<file path="config.mk">
export PLATFORM = sky130hd
export DESIGN_NAME = sme_param_flat
export DESIGN_NICKNAME = d
export VERILOG_FILES = /design/src/rtl/sme_param_if.sv /design/src/rtl/sme_param.sv /design/src/flat_wrapper.sv
export SDC_FILE = /design/constraint.sdc
export NUM_CORES = 1
export LEC_CHECK = 0
export ABC_AREA = 1
export CORE_ASPECT_RATIO = 0.7
export CORE_MARGIN = 5
export CORE_UTILIZATION = 25
export CTS_BUF_LIST = sky130_fd_sc_hd__clkbuf_16
export DETAILED_ROUTE_END_ITERATION = 10
export PLACE_DENSITY = 0.44
export SETUP_SLACK_MARGIN = 0.5
export SYNTH_ARGS = -nofsm -noshare
export SYNTH_HDL_FRONTEND = slang
export SYNTH_SLANG_ARGS = --single-unit
</file>
<file path="constraint.sdc">
create_clock -name clk -period 15.5 [get_ports clk]
set_input_delay 3.1 -clock clk [delete_from_list [all_inputs] [get_ports clk]]
set_output_delay 3.1 -clock clk [all_outputs]
set_load 0.005 [all_outputs]
</file>
<file path="src/rtl/sme_param_if.sv">
// Host-side bus of the string-match engine: character stream in, search result out.
interface sme_param_if #(
  parameter int unsigned DW    = 8,
  parameter int unsigned IDX_W = 5
);
  logic [DW-1:0]    chardata;
  logic             isstring;
  logic             ispattern;
  logic             nocase;
  logic             busy;
  logic             valid;
  logic             match;
  logic [IDX_W-1:0] match_index;

  modport master (
    output chardata, isstring, ispattern, nocase,
    input  busy, valid, match, match_index
  );

  modport slave (
    input  chardata, isstring, ispattern, nocase,
    output busy, valid, match, match_index
  );
endinterface

</file>
<file path="src/rtl/sme_param.sv">
// Parametrised string-match engine: retains a string, then searches it for each
// streamed pattern ('.', '^', '$' supported) one character compare per cycle.
module sme_param #(
  parameter int unsigned DW      = 8,
  parameter int unsigned STR_MAX = 32,
  parameter int unsigned PAT_MAX = 8,
  parameter int unsigned IDX_W   = $clog2(STR_MAX)
) (
  input  logic        clk,
  input  logic        reset,
  sme_param_if.slave  bus
);

  localparam int unsigned SIW = $clog2(STR_MAX);
  localparam int unsigned PIW = $clog2(PAT_MAX);
  localparam int unsigned SLW = $clog2(STR_MAX + 1);
  localparam int unsigned PLW = $clog2(PAT_MAX + 1);
  localparam int unsigned SW  = SLW + 1;

  localparam logic [DW-1:0] C_DOT    = DW'(8'h2E);
  localparam logic [DW-1:0] C_CARET  = DW'(8'h5E);
  localparam logic [DW-1:0] C_DOLLAR = DW'(8'h24);
  localparam logic [DW-1:0] C_SPACE  = DW'(8'h20);

  typedef enum logic [2:0] {IDLE, LOAD_STR, LOAD_PAT, SEARCH, DONE} state_e;

  state_e           state_q, state_d;
  logic [DW-1:0]    str_buf_q [STR_MAX];
  logic [DW-1:0]    str_buf_d [STR_MAX];
  logic [DW-1:0]    pat_buf_q [PAT_MAX];
  logic [DW-1:0]    pat_buf_d [PAT_MAX];
  logic [SLW-1:0]   str_len_q, str_len_d;
  logic [PLW-1:0]   pat_len_q, pat_len_d;
  logic             str_prev_q, str_prev_d;
  logic             pat_prev_q, pat_prev_d;
  logic             nocase_q, nocase_d;
  logic [SW-1:0]    s_q, s_d;
  logic [PLW-1:0]   j_q, j_d;
  logic             busy_q, busy_d;
  logic             valid_q, valid_d;
  logic             match_q, match_d;
  logic [IDX_W-1:0] idx_q, idx_d;

  logic             accept;
  logic [SLW-1:0]   str_base;
  logic [PLW-1:0]   pat_base;
  logic             head, tail;
  logic [PLW-1:0]   k;
  logic [31:0]      sk;
  logic [DW-1:0]    str_c, pat_c, prev_c, next_c;
  logic             head_ok, tail_ok;

  function automatic logic is_letter(input logic [DW-1:0] c);
    return ((c >= DW'(8'h41)) && (c <= DW'(8'h5A))) ||
           ((c >= DW'(8'h61)) && (c <= DW'(8'h7A)));
  endfunction

  function automatic logic char_match(input logic [DW-1:0] a, input logic [DW-1:0] p,
                                      input logic nc);
    return (a == p) || (p == C_DOT) ||
           (nc && is_letter(a) && is_letter(p) && ((a ^ p) == C_SPACE));
  endfunction

  // A write restarts at index 0 when the previous cycle did not load the same buffer.
  assign accept   = (state_q == IDLE) || (state_q == LOAD_STR) || (state_q == LOAD_PAT);
  assign str_base = str_prev_q ? str_len_q : '0;
  assign pat_base = pat_prev_q ? pat_len_q : '0;

  // Anchor stripping and per-cycle operand selection.
  always_comb begin
    head    = (pat_len_q != '0) && (pat_buf_q[0] == C_CARET);
    tail    = (pat_len_q > PLW'(head)) &&
              (pat_buf_q[PIW'(pat_len_q - PLW'(1))] == C_DOLLAR);
    k       = pat_len_q - PLW'(head) - PLW'(tail);
    sk      = 32'(s_q) + 32'(k);
    str_c   = str_buf_q[SIW'(32'(s_q) + 32'(j_q))];
    pat_c   = pat_buf_q[PIW'(32'(j_q) + 32'(head))];
    prev_c  = str_buf_q[SIW'(32'(s_q) - 32'd1)];
    next_c  = str_buf_q[SIW'(sk)];
    head_ok = !head || (s_q == '0) || (prev_c == C_SPACE);
    tail_ok = !tail || (sk == 32'(str_len_q)) || (next_c == C_SPACE);
  end

  always_comb begin
    state_d    = state_q;
    str_buf_d  = str_buf_q;
    pat_buf_d  = pat_buf_q;
    str_len_d  = str_len_q;
    pat_len_d  = pat_len_q;
    nocase_d   = nocase_q;
    s_d        = s_q;
    j_d        = j_q;
    busy_d     = 1'b0;
    valid_d    = 1'b0;
    match_d    = match_q;
    idx_d      = idx_q;
    str_prev_d = accept && bus.isstring;
    pat_prev_d = accept && bus.ispattern && !bus.isstring;

    // Buffer loading; isstring has priority over ispattern.
    if (accept && bus.isstring) begin
      str_len_d = str_base;
      if (str_base < SLW'(STR_MAX)) begin
        str_buf_d[SIW'(str_base)] = bus.chardata;
        str_len_d                 = str_base + SLW'(1);
      end
    end else if (accept && bus.ispattern) begin
      pat_len_d = pat_base;
      if (!pat_prev_q) nocase_d = bus.nocase;
      if (pat_base < PLW'(PAT_MAX)) begin
        pat_buf_d[PIW'(pat_base)] = bus.chardata;
        pat_len_d                 = pat_base + PLW'(1);
      end
    end

    case (state_q)
      IDLE: begin
        if (bus.isstring)       state_d = LOAD_STR;
        else if (bus.ispattern) state_d = LOAD_PAT;
      end
      LOAD_STR: begin
        if (!bus.isstring && bus.ispattern) state_d = LOAD_PAT;
      end
      LOAD_PAT: begin
        if (bus.isstring) begin
          state_d = LOAD_STR;
        end else if (!bus.ispattern) begin
          state_d = SEARCH;
          s_d     = '0;
          j_d     = '0;
          busy_d  = 1'b1;
        end
      end
      SEARCH: begin
        busy_d = 1'b1;
        if ((str_len_q == '0) || (sk > 32'(str_len_q))) begin
          state_d = DONE;
          busy_d  = 1'b0;
          valid_d = 1'b1;
          match_d = 1'b0;
          idx_d   = '0;
        end else if (j_q == k) begin
          if (head_ok && tail_ok) begin
            state_d = DONE;
            busy_d  = 1'b0;
            valid_d = 1'b1;
            match_d = 1'b1;
            idx_d   = IDX_W'(s_q);
          end else begin
            s_d = s_q + SW'(1);
            j_d = '0;
          end
        end else if (char_match(str_c, pat_c, nocase_q)) begin
          j_d = j_q + PLW'(1);
        end else begin
          s_d = s_q + SW'(1);
          j_d = '0;
        end
      end
      DONE:    state_d = IDLE;
      default: state_d = IDLE;
    endcase
  end

  always_ff @(posedge clk or posedge reset) begin
    if (reset) begin
      state_q    <= IDLE;
      str_buf_q  <= '{default: '0};
      pat_buf_q  <= '{default: '0};
      str_len_q  <= '0;
      pat_len_q  <= '0;
      str_prev_q <= 1'b0;
      pat_prev_q <= 1'b0;
      nocase_q   <= 1'b0;
      s_q        <= '0;
      j_q        <= '0;
      busy_q     <= 1'b0;
      valid_q    <= 1'b0;
      match_q    <= 1'b0;
      idx_q      <= '0;
    end else begin
      state_q    <= state_d;
      str_buf_q  <= str_buf_d;
      pat_buf_q  <= pat_buf_d;
      str_len_q  <= str_len_d;
      pat_len_q  <= pat_len_d;
      str_prev_q <= str_prev_d;
      pat_prev_q <= pat_prev_d;
      nocase_q   <= nocase_d;
      s_q        <= s_d;
      j_q        <= j_d;
      busy_q     <= busy_d;
      valid_q    <= valid_d;
      match_q    <= match_d;
      idx_q      <= idx_d;
    end
  end

  assign bus.busy        = busy_q;
  assign bus.valid       = valid_q;
  assign bus.match       = match_q;
  assign bus.match_index = idx_q;

endmodule

</file>
<file path="src/flat_wrapper.sv">
// flat-port wrapper written by rule: the top's interface ports become plain ports
module sme_param_flat 
#(
  parameter int unsigned DW      = 8,
  parameter int unsigned STR_MAX = 32,
  parameter int unsigned PAT_MAX = 8,
  parameter int unsigned IDX_W   = $clog2(STR_MAX)
)
  (clk, reset, bus_chardata, bus_isstring, bus_ispattern, bus_nocase, bus_busy, bus_valid, bus_match, bus_match_index);
  sme_param_if #(.DW(DW), .IDX_W(IDX_W)) bus_i ();
  input  logic clk;
  input  logic reset;
  input wire logic [$bits(bus_i.chardata)-1:0] bus_chardata;
  input wire logic [$bits(bus_i.isstring)-1:0] bus_isstring;
  input wire logic [$bits(bus_i.ispattern)-1:0] bus_ispattern;
  input wire logic [$bits(bus_i.nocase)-1:0] bus_nocase;
  output wire logic [$bits(bus_i.busy)-1:0] bus_busy;
  output wire logic [$bits(bus_i.valid)-1:0] bus_valid;
  output wire logic [$bits(bus_i.match)-1:0] bus_match;
  output wire logic [$bits(bus_i.match_index)-1:0] bus_match_index;
  assign bus_i.chardata = bus_chardata;
  assign bus_i.isstring = bus_isstring;
  assign bus_i.ispattern = bus_ispattern;
  assign bus_i.nocase = bus_nocase;
  assign bus_busy = bus_i.busy;
  assign bus_valid = bus_i.valid;
  assign bus_match = bus_i.match;
  assign bus_match_index = bus_i.match_index;
  sme_param #(.DW(DW), .STR_MAX(STR_MAX), .PAT_MAX(PAT_MAX), .IDX_W(IDX_W)) u_core (.clk(clk), .reset(reset), .bus(bus_i));
endmodule
</file>
==> Word level (Yosys, flattened, before mapping) <==
Cells that the tools add are included.
{ "totals": {"ff_bits": 355} }
{ "classes": {"n_addsub": 11, "magnitude_cmp": 21, "n_eq_ne": 22, "mux": 64, "bitwise": 10, "reduce_logical": 45} }
{ "op_table": {"columns": ["operator", "count"], "rows": [
  ["256-bit bitwise mux", 1],
  ["8-bit binary-select mux with 5-bit select", 3],
  ["8-bit 2-to-1 mux", 12],
  ["64-bit bitwise mux", 1],
  ["8-bit binary-select mux with 3-bit select", 2],
  ["7-bit 2-to-1 mux", 6],
  ["8-bit demux with 5-bit select", 1],
  ["8-bit by 6-bit equality test with 1-bit output, second input constant", 5],
  ["32-bit by 6-bit equality test with 1-bit output", 1],
  ["8-bit by 7-bit >= comparator with 1-bit output, second input constant", 4],
  ["32-bit by 6-bit greater-than comparator with 1-bit output", 1],
  ["8-bit by 7-bit <= comparator with 1-bit output, second input constant", 4],
  ["4-bit 2-to-1 mux", 8],
  ["8-bit demux with 3-bit select", 1],
  ["6-bit >= comparator, second input constant", 4],
  ["3-bit 2-to-1 mux", 8],
  ["5-bit NOT with 6-bit output", 4],
  ["1-bit logical AND", 16],
  ["5-bit 2-to-1 mux", 3],
  ["7-bit case mux with 2 select lines", 1],
  ["4-bit >= comparator, second input constant", 3],
  ["1-bit 2-to-1 mux", 12],
  ["6-bit 2-to-1 mux", 2],
  ["3-bit NOT with 4-bit output", 3],
  ["39 further kinds", 67]
]} }

==> Logic depth before layout (Yosys ltp) <==
{ "depth": {"depth_word": 20, "mapped_depth": 36, "ltp_nobuf": 32} }

==> Worst setup path after synthesis <==
No wires, ideal clock.
{ "synth_path": {"path_type": "reg-to-reg", "start": "reg u_core.pat_len_q[0]", "end": "reg u_core.s_q[1]", "setup_time_ps": 117, "arrival_ps": 4787, "required_time_ps": 15383, "slack_ps": 10595, "path_stages_with_launch": 32, "n_path_buf": 2, "cell_sequence": "dfrtp_1 -> buf_2 -> inv_2 -> ha_1 -> nand2_1 -> nand3_1 -> inv_1 -> ha_1 -> o211ai_1 -> nand2_1 -> fa_1 -> inv_1 -> ha_1 -> xor2_1 -> ha_1 -> a21oi_1 -> nand2_1 -> nand2_1 -> nand2_1 -> inv_1 -> ha_1 -> nand2_1 -> nor2_1 -> a211oi_1 -> o2111ai_1 -> a21oi_1 -> nand3_1 -> nand2_1 -> buf_4 -> nand2_4 -> nand2_1 -> nand2_1"} }
{ "synth_between": {"elab_chain_len": 18} }
{ "synth_rtl": {"columns": ["element", "line", "source"], "rows": [
  ["start: declaration", "sme_param.sv:33", "logic [PLW-1:0] pat_len_q, pat_len_d;"],
  ["start signal: assignment", "sme_param.sv:186", "pat_len_q <= pat_len_d;"],
  ["3-bit by 1-bit subtractor with 3-bit output", "sme_param.sv:73", "(pat_buf_q[PIW'(pat_len_q - PLW'(1))] == C_DOLLAR);"],
  ["3-bit NOT with 4-bit output (not written as such)", "sme_param.sv:73", null],
  ["8-bit binary-select mux with 3-bit select", "sme_param.sv:73", null],
  ["8-bit 2-to-1 mux (not written as such) (2 in a row)", "sme_param.sv:73", null],
  ["8-bit by 6-bit equality test with 1-bit output", "sme_param.sv:73", null],
  ["1-bit logical AND", "sme_param.sv:72", "tail = (pat_len_q > PLW'(head)) &&"],
  ["4-bit by 1-bit subtractor with 4-bit output", "sme_param.sv:74", "k = pat_len_q - PLW'(head) - PLW'(tail);"],
  ["7-bit by 4-bit adder with 8-bit output", "sme_param.sv:75", "sk = 32'(s_q) + 32'(k);"],
  ["5-bit NOT with 6-bit output (not written as such)", "sme_param.sv:79", "next_c = str_buf_q[SIW'(sk)];"],
  ["8-bit binary-select mux with 5-bit select", "sme_param.sv:79", null],
  ["8-bit 2-to-1 mux (not written as such) (2 in a row)", "sme_param.sv:79", null],
  ["8-bit by 6-bit equality test with 1-bit output", "sme_param.sv:81", "tail_ok = !tail || (sk == 32'(str_len_q)) || (next_c == C_SPACE);"],
  ["1-bit logical OR", "sme_param.sv:81", null],
  ["1-bit logical AND", "sme_param.sv:143", "if (head_ok && tail_ok) begin"],
  ["3-bit inequality test (no line)", null, null],
  ["6-bit AND reduction (no line)", null, null],
  ["end signal: assignment", "sme_param.sv:175", "s_q <= '0;"],
  ["end signal: assignment", "sme_param.sv:190", "s_q <= s_d;"],
  ["end: declaration", "sme_param.sv:37", "logic [SW-1:0] s_q, s_d;"]
]} }
Parallel ways exist; a longest one is shown, timed or not. The select of a mux whose other input is x is not followed.
A chain may end at the register's enable or synchronous reset.

==> Worst setup path after layout <==
{ "layout_path": {"start": "reg u_core.pat_len_q[0]", "end": "reg u_core.j_q[2]"} }
{ "layout_between": {"elab_chain_len": 18} }
{ "layout_rtl": {"columns": ["element", "line", "source"], "rows": [
  ["3-bit by 1-bit subtractor with 3-bit output", "sme_param.sv:73", null],
  ["3-bit NOT with 4-bit output (not written as such)", "sme_param.sv:73", null],
  ["8-bit binary-select mux with 3-bit select", "sme_param.sv:73", null],
  ["8-bit 2-to-1 mux (not written as such) (2 in a row)", "sme_param.sv:73", null],
  ["8-bit by 6-bit equality test with 1-bit output", "sme_param.sv:73", null],
  ["1-bit logical AND", "sme_param.sv:72", null],
  ["4-bit by 1-bit subtractor with 4-bit output", "sme_param.sv:74", null],
  ["7-bit by 4-bit adder with 8-bit output", "sme_param.sv:75", null],
  ["5-bit NOT with 6-bit output (not written as such)", "sme_param.sv:79", null],
  ["8-bit binary-select mux with 5-bit select", "sme_param.sv:79", null],
  ["8-bit 2-to-1 mux (not written as such) (2 in a row)", "sme_param.sv:79", null],
  ["8-bit by 6-bit equality test with 1-bit output", "sme_param.sv:81", null],
  ["1-bit logical OR", "sme_param.sv:81", null],
  ["1-bit logical AND", "sme_param.sv:143", null],
  ["3-bit inequality test (no line)", null, null],
  ["5-bit AND reduction (no line)", null, null],
  ["end signal: assignment", "sme_param.sv:191", "j_q <= j_d;"],
  ["end: declaration", "sme_param.sv:38", "logic [PLW-1:0] j_q, j_d;"]
]} }
Parallel ways exist; a longest one is shown, timed or not. The select of a mux whose other input is x is not followed.

==> results.toml <==
[outcome]
status = "finished clean"

[setup_path]
cp_common_cell = "nand2_1"
crit_fanout = 53
cp-start-kind = "flop"
path_class = "reg -> reg"
slowest_stage = "buf_4"
slowest_delay_ns = 0.66
required_ns = 16.02
cp-end-kind = "flop"
crit_arrival_ns = 7.27

[routing]
routed_wl_mm = 92.5
drt-initial-drc-count = 2682
via_count = 21300
drc = 0
first_pass_iters = 6
vias_per_cell = 4.94
wire_per_inst_um = 21.4
ant_nets = 0

[clocking]
postCtsResizedCells = 0
clkLatencyLatePin_ns = 0.59
cts_buffers = 43
cts_tree = "built"
cts_setup_buffers = 0
cts_hold_buf = 0
clkSlewWorstSetupHoldPaths_ns = 0.07
cts-root-buf = "clkbuf_16"
cts_buffer_depth = 3
cts.sinks = 355
htreeDepth = 2

[power_and_ir_drop]
power.switching_mw = 2.44
swShare_pct = 51.3
internal-power_mw = 2.32
vdd_drop_max_uv = 332
leakage_nw = 11.3
p_clk_share_pct = 21.5
p_per_area_mw_per_mm2 = 197
p_seq_share_pct = 23.9
comb_power_share_pct = 54.6

[timing]
worst_pin_slew_ns = 1.26
fin_tns_setup_ns = 0
min_period_ns = 6.75
skew_ns = 0.0146
setup_viol = 0
fin_crit_sh_pct = 43.6
clock.fmax_mhz = 148
report.final.slew_viol_count = 0
hold-worst-slack_ns = 0.486
hold_viol_final = 0
rsz0062_at_grt = "false"
slew_headroom_pct = 15.9

[floorplanning]
die_x_um = 363
initial_core_util_pct = 25.3
io_pins = 21
coreArea_sq_mm = 0.0865
dieArea_sq_mm = 0.0935
fp-row-count = 90
fp.dieH_um = 257

[cells_and_area]
utilization_pct = 28.0
instances_no_fill = 4322
layout-drive-gt1-share_pct = 4.54
nNetsFinal = 3183
insertedDiodeCount = 0
syn_to_final_growth_pct = 10.9

[global_route]
grt.total_usage_pct = 19.4
grt_max_degree = 137
grt.overflow.total = 0
antenna_found_initial = 2
grt_first_pass_wirelength_mm = 136
grt_pass1_vias = 19300

[yosys]
synth_cell_types = 45
synth_edf_count = 0
yosys.area.top_type = "dfrtp_1"
yosysTopAreaCellShare_pct = 40.6
ys_ff_latch = 355
synth_area_sq_mm = 0.0219
synth.most_common_cell = "nand2_1"
netlist_top_cells_area = "dfrtp_1 41%, nand2_1 19%, o21ai_0 8.7%"
synthArstFlopShare_pct = 100
ys.flop_type = "dfrtp_1"
synthCells = 3225
ys_warn_count = 0
ys_seq_area_share_pct = 40.6
syn-num-nets = 3269
avgSynthCellArea_sq_um = 6.78
synth_common_cells = "1093 x nand2_1, 379 x o21ai_0, 355 x dfrtp_1"

[placement]
io_buffers = 20
place.gp.congestion = 0.893
placed_cells = 4244
dpl.hpwl_mm = 62.0

[min_path]
hold_class = "reg -> reg"

[flow_run]
maxCapViolations = 0
==> final timing paths <==
check / startpoint / endpoint / slack [ns] / cells past startpoint
setup / recovery: u_core.pat_len_q[0] / u_core.j_q[2] / 8.75 / 32
setup reg to reg: u_core.pat_len_q[0] / u_core.j_q[2] / 8.75 / 32
hold / removal: u_core.pat_buf_q[9] / u_core.pat_buf_q[9] / 0.49 / 2
hold reg to reg: u_core.pat_buf_q[9] / u_core.pat_buf_q[9] / 0.49 / 2
max in group asynchronous: reset / u_core.str_buf_q[240] / 10.45 / 4
min in group asynchronous: reset / u_core.str_buf_q[27] / 2.98 / 2
==> critical path: cells and delay by family (launching register included) <==
| kind | cells | cell delay (ns) |
|---|---|---|
| adder cells (fa/ha/maj) | 5 | 1.55 |
| buffers and inverters | 7 | 2.03 |
| flip-flops | 1 | 0.59 |
| AND/OR/NAND/NOR | 17 | 2.10 |
| AO/OA/AOI/OAI | 3 | 0.35 |
==> metal layers <==
metal / wire length (um) / vias to the layer above / track usage, %
li1: - / 10200 / -
met1: 48100 / 10200 / 32.1
met4: 1850 / 0 / 4.11
met5: 0 / - / 0
met3: 9140 / 86 / 4.83
met2: 33400 / 878 / 24.2
==> cells in the final DEF (no fill, tap or decap), drive strengths merged, types with 2 or more instances in the layout <==
cell           Yosys  layout
xnor2              6       6
o211ai            29      29
nor3              36      36
xor2              15      15
ha                28      28
or2                2       2
clkinv             1      22
nor2             215     215
o22ai              3       3
clkinvlp           0       5
a21oi             96      96
nand3            354     354
inv              330     334
o21ai            397     397
bufinv             0       3
nor3b              2       2
nand3b             8       8
nor4              12      12
fa                 3       3
buf              103      33
clkdlybuf4s50      0      20
nand2           1099    1099
nand4             41      41
clkbuf            81      45
dfrtp            355     355
==> stage by stage <==
step / total power, mW / instance area, sq um / setup slack, ns
after floorplan: 2.94 / 21900 / 2.55
after global placement: 3.70 / 22900 / 8.99
after detailed placement: 3.69 / 22900 / 8.82
after CTS: 4.73 / 24200 / 8.80
after global routing: 5.08 / 24200 / 8.16
final: 4.77 / 24200 / 8.75
==> cells by family (layout without fill, tap and decap cells) <==
group / count (synthesis) / count (layout) / share of synthesized area (%)
simple gates: 1771 / 1771 / 33.8
xor+xnor: 21 / 21 / 1.01
compound gates: 532 / 532 / 12.6
flops: 355 / 355 / 40.6
buf+inv: 515 / 462 / 9.98
fa+ha+maj: 31 / 31 / 1.88
==> layout make-up <==
| class | count | area, sq um |
|---|---|---|
| Clock buffer | 45 | 1130 |
| Clock inverter | 33 | 238 |
| Fill cell | 9672 | 62200 |
| Inverter | 331 | 1250 |
| Multi-Input combinational cell | 2355 | 10800 |
| Sequential cell | 355 | 8880 |
| Tap cell | 1150 | 1440 |
| Timing Repair Buffer | 53 | 460 |
==> registers in the layout, summed over array words and instances (netlist names) <==
register and count:
u_core.pat_buf_q 64, u_core.bus.busy 1, u_core.pat_prev_q 1, u_core.str_prev_q 1, u_core.bus.match 1, u_core.s_q 7
u_core.j_q 4, u_core.pat_len_q 4, u_core.str_buf_q 256, u_core.str_len_q 6, u_core.state_q 3, u_core.nocase_q 1
u_core.bus.valid 1, u_core.bus.match_index 5
==> power by group through the flow <==
stage | Clock, mW | Sequential (mW) | Combinational [mW]
2_1_floorplan | 0 | 1.11 | 1.83
4_1_cts | 1.04 | 1.14 | 2.55
6_report | 1.02 | 1.14 | 2.60
3_3_place_gp | 0 | 1.15 | 2.55
5_1_grt | 1.08 | 1.15 | 2.85
3_5_place_dp | 0 | 1.15 | 2.54
(Power assumes the default switching activity.)
